**src/rtl/io_seg_display_pkg.sv**
```systemverilog
// io_seg_pkg: types and constants shared across the io_seg_display slice.
//   state_t      : controller states (IDLE, CONV, UPD)
//   SEG_BLANK    : all segments off (active-low)
//   SEG_DASH     : only segment g on, used for overflow
//   BIN_W/BCD_W  : width of the binary operand and of its BCD result
//   DEC_MAX      : largest value representable on six decimal digits
//   SEG_TABLE    : active-low {g,f,e,d,c,b,a} codes for digits 0..F
//   dd_step      : one double-dabble iteration on the {bcd, bin} register
package io_seg_pkg;

   typedef enum logic [1:0] {
      IDLE = 2'd0,
      CONV = 2'd1,
      UPD  = 2'd2
   } state_t;

   localparam int BIN_W = 20;
   localparam int BCD_W = 24;
   localparam int SR_W  = BCD_W + BIN_W;

   localparam logic [BIN_W-1:0] DEC_MAX = 20'd999999;

   localparam logic [6:0] SEG_BLANK = 7'b1111111;
   localparam logic [6:0] SEG_DASH  = 7'b0111111;

   localparam logic [6:0] SEG_TABLE [16] = '{
      7'b1000000, 7'b1111001, 7'b0100100, 7'b0110000,
      7'b0011001, 7'b0010010, 7'b0000010, 7'b1111000,
      7'b0000000, 7'b0010000, 7'b0001000, 7'b0000011,
      7'b1000110, 7'b0100001, 7'b0000110, 7'b0001110
   };

   // Add 3 to every BCD nibble >= 5, then shift the whole register left.
   function automatic logic [SR_W-1:0] dd_step(input logic [SR_W-1:0] sr);
      logic [SR_W-1:0] t;
      t = sr;
      for (int i = 0; i < BCD_W / 4; i++) begin
         if (t[BIN_W + 4*i +: 4] >= 4'd5)
            t[BIN_W + 4*i +: 4] = t[BIN_W + 4*i +: 4] + 4'd3;
      end
      return {t[SR_W-2:0], 1'b0};
   endfunction

endpackage

```
**src/rtl/io_seg_display_if.sv**
```systemverilog
// io_seg_display_if: display register value in, six digit patterns and
// busy out.
//   display     : 32-bit register value (bit 31 = hex mode)
//   hex0..hex5  : active-low segment patterns {g,f,e,d,c,b,a}
//   busy        : conversion in progress
// master = register/CPU side, slave = the display block.
interface io_seg_display_if;

   logic [31:0] display;
   logic [6:0]  hex0;
   logic [6:0]  hex1;
   logic [6:0]  hex2;
   logic [6:0]  hex3;
   logic [6:0]  hex4;
   logic [6:0]  hex5;
   logic        busy;

   modport master (
      output display,
      input  hex0, hex1, hex2, hex3, hex4, hex5, busy
   );

   modport slave (
      input  display,
      output hex0, hex1, hex2, hex3, hex4, hex5, busy
   );

endinterface

```
**src/rtl/io_seg_display_seg7_decode.sv**
```systemverilog
// seg7_decode: combinational nibble to seven-segment pattern.
//   nib : 4-bit digit value 0..F
//   seg : active-low pattern {g,f,e,d,c,b,a}
module seg7_decode
   import io_seg_pkg::*;
(
   input  logic [3:0] nib,
   output logic [6:0] seg
);

   assign seg = SEG_TABLE[nib];

endmodule

```
**src/rtl/io_seg_display.sv**
```systemverilog
// io_seg_display: turns the memory-mapped display register into six
// active-low seven-segment digits (hex5 most significant).
//   clock  : system clock, rising edge
//   resetn : asynchronous active-low reset
//   bus    : slave side of io_seg_display_if (display in, hex0..hex5 and
//            busy out)
// A new value is picked up whenever it differs from the last captured one.
// Hex mode (display[31]=1) shows raw nibbles; decimal mode converts
// display[19:0] with a 20-step double-dabble and blanks leading zeros.
module io_seg_display
   import io_seg_pkg::*;
#(
   parameter int NDIG = 6
) (
   input  logic             clock,
   input  logic             resetn,
   io_seg_display_if.slave  bus
);

   state_t            state;
   state_t            state_nxt;
   logic [31:0]       snapshot;
   logic              snap_valid;
   logic [SR_W-1:0]   sr;
   logic [4:0]        cnt;
   logic              ovf;
   logic              capture;
   logic              hex_mode;
   logic [6:0]        hex_q   [NDIG];
   logic [3:0]        nib     [NDIG];
   logic [6:0]        dec_seg [NDIG];
   logic [6:0]        out_seg [NDIG];
   logic [NDIG-1:0]   blank;

   assign capture  = (state == IDLE) && (!snap_valid || (bus.display != snapshot));
   assign hex_mode = snapshot[31];

   always_ff @(posedge clock or negedge resetn) begin
      if (!resetn)
         state <= IDLE;
      else
         state <= state_nxt;
   end

   always_comb begin
      state_nxt = state;
      case (state)
         IDLE: begin
            if (capture) begin
               if (bus.display[31] || (bus.display[BIN_W-1:0] > DEC_MAX))
                  state_nxt = UPD;
               else
                  state_nxt = CONV;
            end
         end
         CONV: begin
            if (cnt == 5'd19)
               state_nxt = UPD;
         end
         UPD:     state_nxt = IDLE;
         default: state_nxt = IDLE;
      endcase
   end

   always_ff @(posedge clock or negedge resetn) begin
      if (!resetn) begin
         snapshot   <= '0;
         snap_valid <= 1'b0;
         sr         <= '0;
         cnt        <= '0;
         ovf        <= 1'b0;
         for (int i = 0; i < NDIG; i++)
            hex_q[i] <= SEG_BLANK;
      end else begin
         case (state)
            IDLE: begin
               if (capture) begin
                  snapshot   <= bus.display;
                  snap_valid <= 1'b1;
                  ovf        <= !bus.display[31] && (bus.display[BIN_W-1:0] > DEC_MAX);
                  sr         <= {{BCD_W{1'b0}}, bus.display[BIN_W-1:0]};
                  cnt        <= '0;
               end
            end
            CONV: begin
               sr  <= dd_step(sr);
               cnt <= cnt + 5'd1;
            end
            UPD: begin
               for (int i = 0; i < NDIG; i++)
                  hex_q[i] <= out_seg[i];
            end
            default: ;
         endcase
      end
   end

   // Digit source: raw snapshot nibbles in hex mode, BCD result otherwise.
   for (genvar g = 0; g < NDIG; g++) begin : g_dig
      assign nib[g] = hex_mode ? snapshot[4*g +: 4] : sr[BIN_W + 4*g +: 4];
      seg7_decode u_dec (
         .nib (nib[g]),
         .seg (dec_seg[g])
      );
   end

   // A digit is blank when it and every more significant BCD digit are zero;
   // the units digit is never blanked so zero still reads "0".
   always_comb begin
      logic zero_run;
      zero_run = 1'b1;
      blank    = '0;
      for (int i = NDIG - 1; i >= 0; i--) begin
         zero_run = zero_run && (sr[BIN_W + 4*i +: 4] == 4'd0);
         blank[i] = zero_run && (i != 0);
      end
   end

   always_comb begin
      for (int i = 0; i < NDIG; i++) begin
         out_seg[i] = dec_seg[i];
         if (ovf)
            out_seg[i] = SEG_DASH;
         else if (!hex_mode && blank[i])
            out_seg[i] = SEG_BLANK;
      end
   end

   assign bus.hex0 = hex_q[0];
   assign bus.hex1 = hex_q[1];
   assign bus.hex2 = hex_q[2];
   assign bus.hex3 = hex_q[3];
   assign bus.hex4 = hex_q[4];
   assign bus.hex5 = hex_q[5];
   assign bus.busy = (state != IDLE);

endmodule

```
**src/flat_wrapper.sv**
```systemverilog
// flat-port wrapper written by rule: the top's interface ports become plain ports
module io_seg_display_flat import io_seg_pkg::*;
#(
   parameter int NDIG = 6
)
  (clock, resetn, bus_display, bus_hex0, bus_hex1, bus_hex2, bus_hex3, bus_hex4, bus_hex5, bus_busy);
  io_seg_display_if bus_i ();
  input  logic clock;
  input  logic resetn;
  input wire logic [$bits(bus_i.display)-1:0] bus_display;
  output wire logic [$bits(bus_i.hex0)-1:0] bus_hex0;
  output wire logic [$bits(bus_i.hex1)-1:0] bus_hex1;
  output wire logic [$bits(bus_i.hex2)-1:0] bus_hex2;
  output wire logic [$bits(bus_i.hex3)-1:0] bus_hex3;
  output wire logic [$bits(bus_i.hex4)-1:0] bus_hex4;
  output wire logic [$bits(bus_i.hex5)-1:0] bus_hex5;
  output wire logic [$bits(bus_i.busy)-1:0] bus_busy;
  assign bus_i.display = bus_display;
  assign bus_hex0 = bus_i.hex0;
  assign bus_hex1 = bus_i.hex1;
  assign bus_hex2 = bus_i.hex2;
  assign bus_hex3 = bus_i.hex3;
  assign bus_hex4 = bus_i.hex4;
  assign bus_hex5 = bus_i.hex5;
  assign bus_busy = bus_i.busy;
  io_seg_display #(.NDIG(NDIG)) u_core (.clock(clock), .resetn(resetn), .bus(bus_i));
endmodule
```
**config.mk**
```make
export PLATFORM = sky130hd
export DESIGN_NAME = io_seg_display_flat
export DESIGN_NICKNAME = d
export VERILOG_FILES = /design/src/rtl/io_seg_display_pkg.sv /design/src/rtl/io_seg_display_if.sv /design/src/rtl/io_seg_display_seg7_decode.sv /design/src/rtl/io_seg_display.sv /design/src/flat_wrapper.sv
export SDC_FILE = /design/constraint.sdc
export NUM_CORES = 1
export LEC_CHECK = 0
export BUFFER_PORTS_ARGS = -buffer_cell sky130_fd_sc_hd__buf_4
export CAP_MARGIN = 15
export CORE_UTILIZATION = 45
export DETAILED_ROUTE_END_ITERATION = 6
export MAX_ROUTING_LAYER = met4
export SLEW_MARGIN = 40
export SYNTH_ARGS = -nofsm -noshare
export SYNTH_HDL_FRONTEND = slang
export SYNTH_SLANG_ARGS = --single-unit
```
**constraint.sdc**
```tcl
create_clock -name clock -period 2.65 [get_ports clock]
set_clock_uncertainty 0.05 [all_clocks]
set_input_delay 0.6625 -clock clock [delete_from_list [all_inputs] [get_ports clock]]
set_output_delay 0.6625 -clock clock [all_outputs]
set_load 0.02 [all_outputs]
```
==> impl_metrics.csv <==
group,metric,value,unit
outcome,run_status,"finished clean",
synth,yosys_most_used_dff,"dfrtp_1",
synth,syn-num-nets,892,
worst_setup_path,arrival,2.62,ns
synth,yosys_warnings,0,
synth,synth_top_area_share,27.2,%
global_routing,grt-ovfl-total,0,
sta,setup_viol_count_final,0,
synth,synth_common_cells,"dfrtp_1, nand2_1, nor2_1, ha_1, o21ai_0",
worst_setup_path,cp_max_fo,11,
synth,ys_seq_elements,127,
sta,max-slew-margin-rel,48.7,%
global_routing,grt_usage,24.4,%
sta,fmax,427,MHz
sta,setup_tns,0,ns
clocking,cts_setup_buffers,0,
clocking,cts.clk_slew.worst_paths,0.06,ns
cells_and_area,register_area,0.00323,mm²
cells_and_area,fin_nets,980,
worst_setup_path,crit_required,2.93,ns
route,totalWireLength,20200,µm
route,routedWlPerCell,17.9,µm
clocking,cts_made_buffers,17,
placed_design,portBuffers,76,
job,cap_violations,0,
pwr,clockPowerShare,19.8,%
pwr,swShare,41.0,%
worst_setup_path,worst-setup-path-type,"register to register",
synth,synth_area,0.00781,mm²
cells_and_area,multi_input_area,0.00428,mm²
synth,synth_edf_count,0,
die,die_w,134,µm
sta,rsz0062_at_grt,"false",
placed_design,place_congestion,0.878,
die,rows,47,
route,route.detailed.drc,0,
sta,slew_viol_final,0,
pwr,p_sw,0.00500,W
pwr,internal_power,0.00720,W
global_routing,grt_antenna_before_repair,0,
sta,min_period,2.34,ns
global_routing,grt_start_max_net_pins,41,
worst_setup_path,worstSetupStartpointType,"register",
cells_and_area,n_antenna_cell,0,
die,dieArea,0.0179,mm²
route,firstDrtPassIters,5,
synth,synth_cell_types,52,
cells_and_area,fillers,1500,
clocking,h-tree-depth,4,
global_routing,grt_pass1_wl,32900,µm
pwr,power_leakage,4.08,nW
worst_setup_path,end_kind,"register",
clocking,cts_num_sinks,127,
synth,synth-async-reset-ratio,100,%
pwr,power_density,1300,mW/mm²
sta,worst_slew_pin_slew,0.749,ns
sta,hold_violations,0,
die,core,0.0168,mm²
cells_and_area,fin_util,56.1,%
route,drt_iter0_markers,533,
pwr,combPwrFrac,50.2,%
synth,synth_most_common_cell,"dfrtp_1",
cells_and_area,area_growth,20.3,%
synth,synth_area_leaders,"dfrtp_1, dfstp_2, ha_1, mux2_2, a22o_1",
global_routing,grt_pass1_vias,6135,
worst_setup_path,reg2reg_depth,6,
synth,ys_seq_area_share,41.4,%
die,pin_count,77,
route,ant_nets,0,
route,vias,6377,
route,viasPerCell,5.67,
die,die_h,134,µm
synth,synth_top_area_cell,"dfrtp_1",
clocking,clkLatencyLatePin,0.42,ns
placed_design,hpwl,14600,µm
die,start_util,46.6,%
clocking,cts_resized,0,
pwr,p_seq_share,30.1,%
clocking,cts_tree,"yes",
synth,avgSynthCellArea,9.72,µm²
clocking,cts_root_buf,"clkbuf_16",
synth,synth_cells,804,
clocking,cts_hold_buf,0,
pwr,ir_drop,548,µV
sta,min_period_over_period,88.4,%
clocking,cts.path.max_buffers,2,
cells_and_area,layout-drive-gt1-share,25.6,%
hold_path,hold_class,"input port to async pin",
-- cell families after synthesis --
logic type / Yosys count / share of synthesized area [%]
simple gates: 252 / 15.0
compound gates: 201 / 17.8
flops: 127 / 41.4
buf+inv: 67 / 3.91
mux: 64 / 8.89
fa+ha+maj: 54 / 8.65
xor+xnor: 39 / 4.37
-- final cells by class --
cell class,instances,area share [%]
clock buffers,21,5.01
clock inverters,11,1.46
inverters,26,1.04
multi-input cells,610,45.6
flip-flops and latches,127,34.4
well taps,220,2.93
repair buffers,110,9.59
-- routing by layer --
metal / vias to the layer above / wire, µm / global-route usage, %
met3: 28 / 801 / 3.77
met2: 181 / 9450 / 37.7
met4: 0 / 329 / 7.45
met1: 3107 / 9590 / 32.8
li1: 3061 / - / -
met5: - / 0 / -
-- cell usage in the layout (no fill, tap or decap), types with 5 or more instances in the layout --
cell type / instances
a21oi_1: 38
nand2b_1: 12
a22oi_1: 6
a221oi_1: 5
xnor2_1: 32
buf_4: 104
nand2_1: 84
nand3_1: 9
nor3_1: 13
xor2_1: 7
dfstp_2: 42
o211ai_1: 5
clkbuf_16: 17
ha_1: 54
mux2i_1: 21
dfrtp_1: 84
a31oi_1: 20
o21ai_0: 49
nand4_1: 10
buf_12: 6
a22o_1: 36
o32a_1: 5
a221o_1: 20
nor2b_1: 21
mux2_2: 43
inv_1: 25
nor2_1: 78
-- sequential cells by signal (all words and copies together), names as in the netlist --
signal / flops
u_core.bus.hex3: 7
u_core.state: 2
u_core.bus.hex5: 7
u_core.ovf: 1
u_core.sr: 44
u_core.snapshot: 32
u_core.cnt: 5
u_core.bus.hex4: 7
u_core.bus.hex2: 7
u_core.bus.hex1: 7
u_core.bus.hex0: 7
u_core.snap_valid: 1
-- worst max-delay path, stage by stage (launching register included) --
cell,delay [ns]
dfrtp_2,0.52
o21ai_0,0.62
inv_1,0.19
ha_1,0.31
nor3b_1,0.16
a221oi_1,0.28
a21oi_1,0.12
-- path summary, 6_finish.rpt --
check | from | to | slack, ns
worst min register to register | u_core.snap_valid | u_core.snap_valid | 0.42
worst max register to register | u_core.snapshot[31] | u_core.bus.hex4[0] | 0.31
min in group clock | u_core.snap_valid | u_core.snap_valid | 0.42
worst max-delay path | u_core.snapshot[31] | u_core.bus.hex4[0] | 0.31
max in group asynchronous | resetn | u_core.bus.hex3[3] | 1.69
worst min-delay path | resetn | u_core.cnt[3] | 0.21
-- power by group through the flow --
stage	clock (W)	combinational (W)	sequential, W
final	0.00241	0.00613	0.00367
after detailed placement	0	0.00608	0.00369
after CTS	0.00245	0.00612	0.00367
after global placement	0	0.00593	0.00365
after floorplan	0	0.00394	0.00380
after global routing	0.00254	0.00672	0.00378
-- through the flow --
stage                     hold WS, ns  area [µm²]  power, W  cells  worst slack (ns)
after floorplan                 0.317        7810   0.00774    804             0.223
after global placement          0.404        8790   0.00957   1093             0.123
after detailed placement        0.405        8790   0.00977   1093            0.0981
after CTS                       0.217        9400    0.0122   1125             0.309
after global routing            0.234        9400    0.0130   1125             0.117
final                           0.206        9400    0.0122   1125             0.308
(Power assumes the default switching activity.)
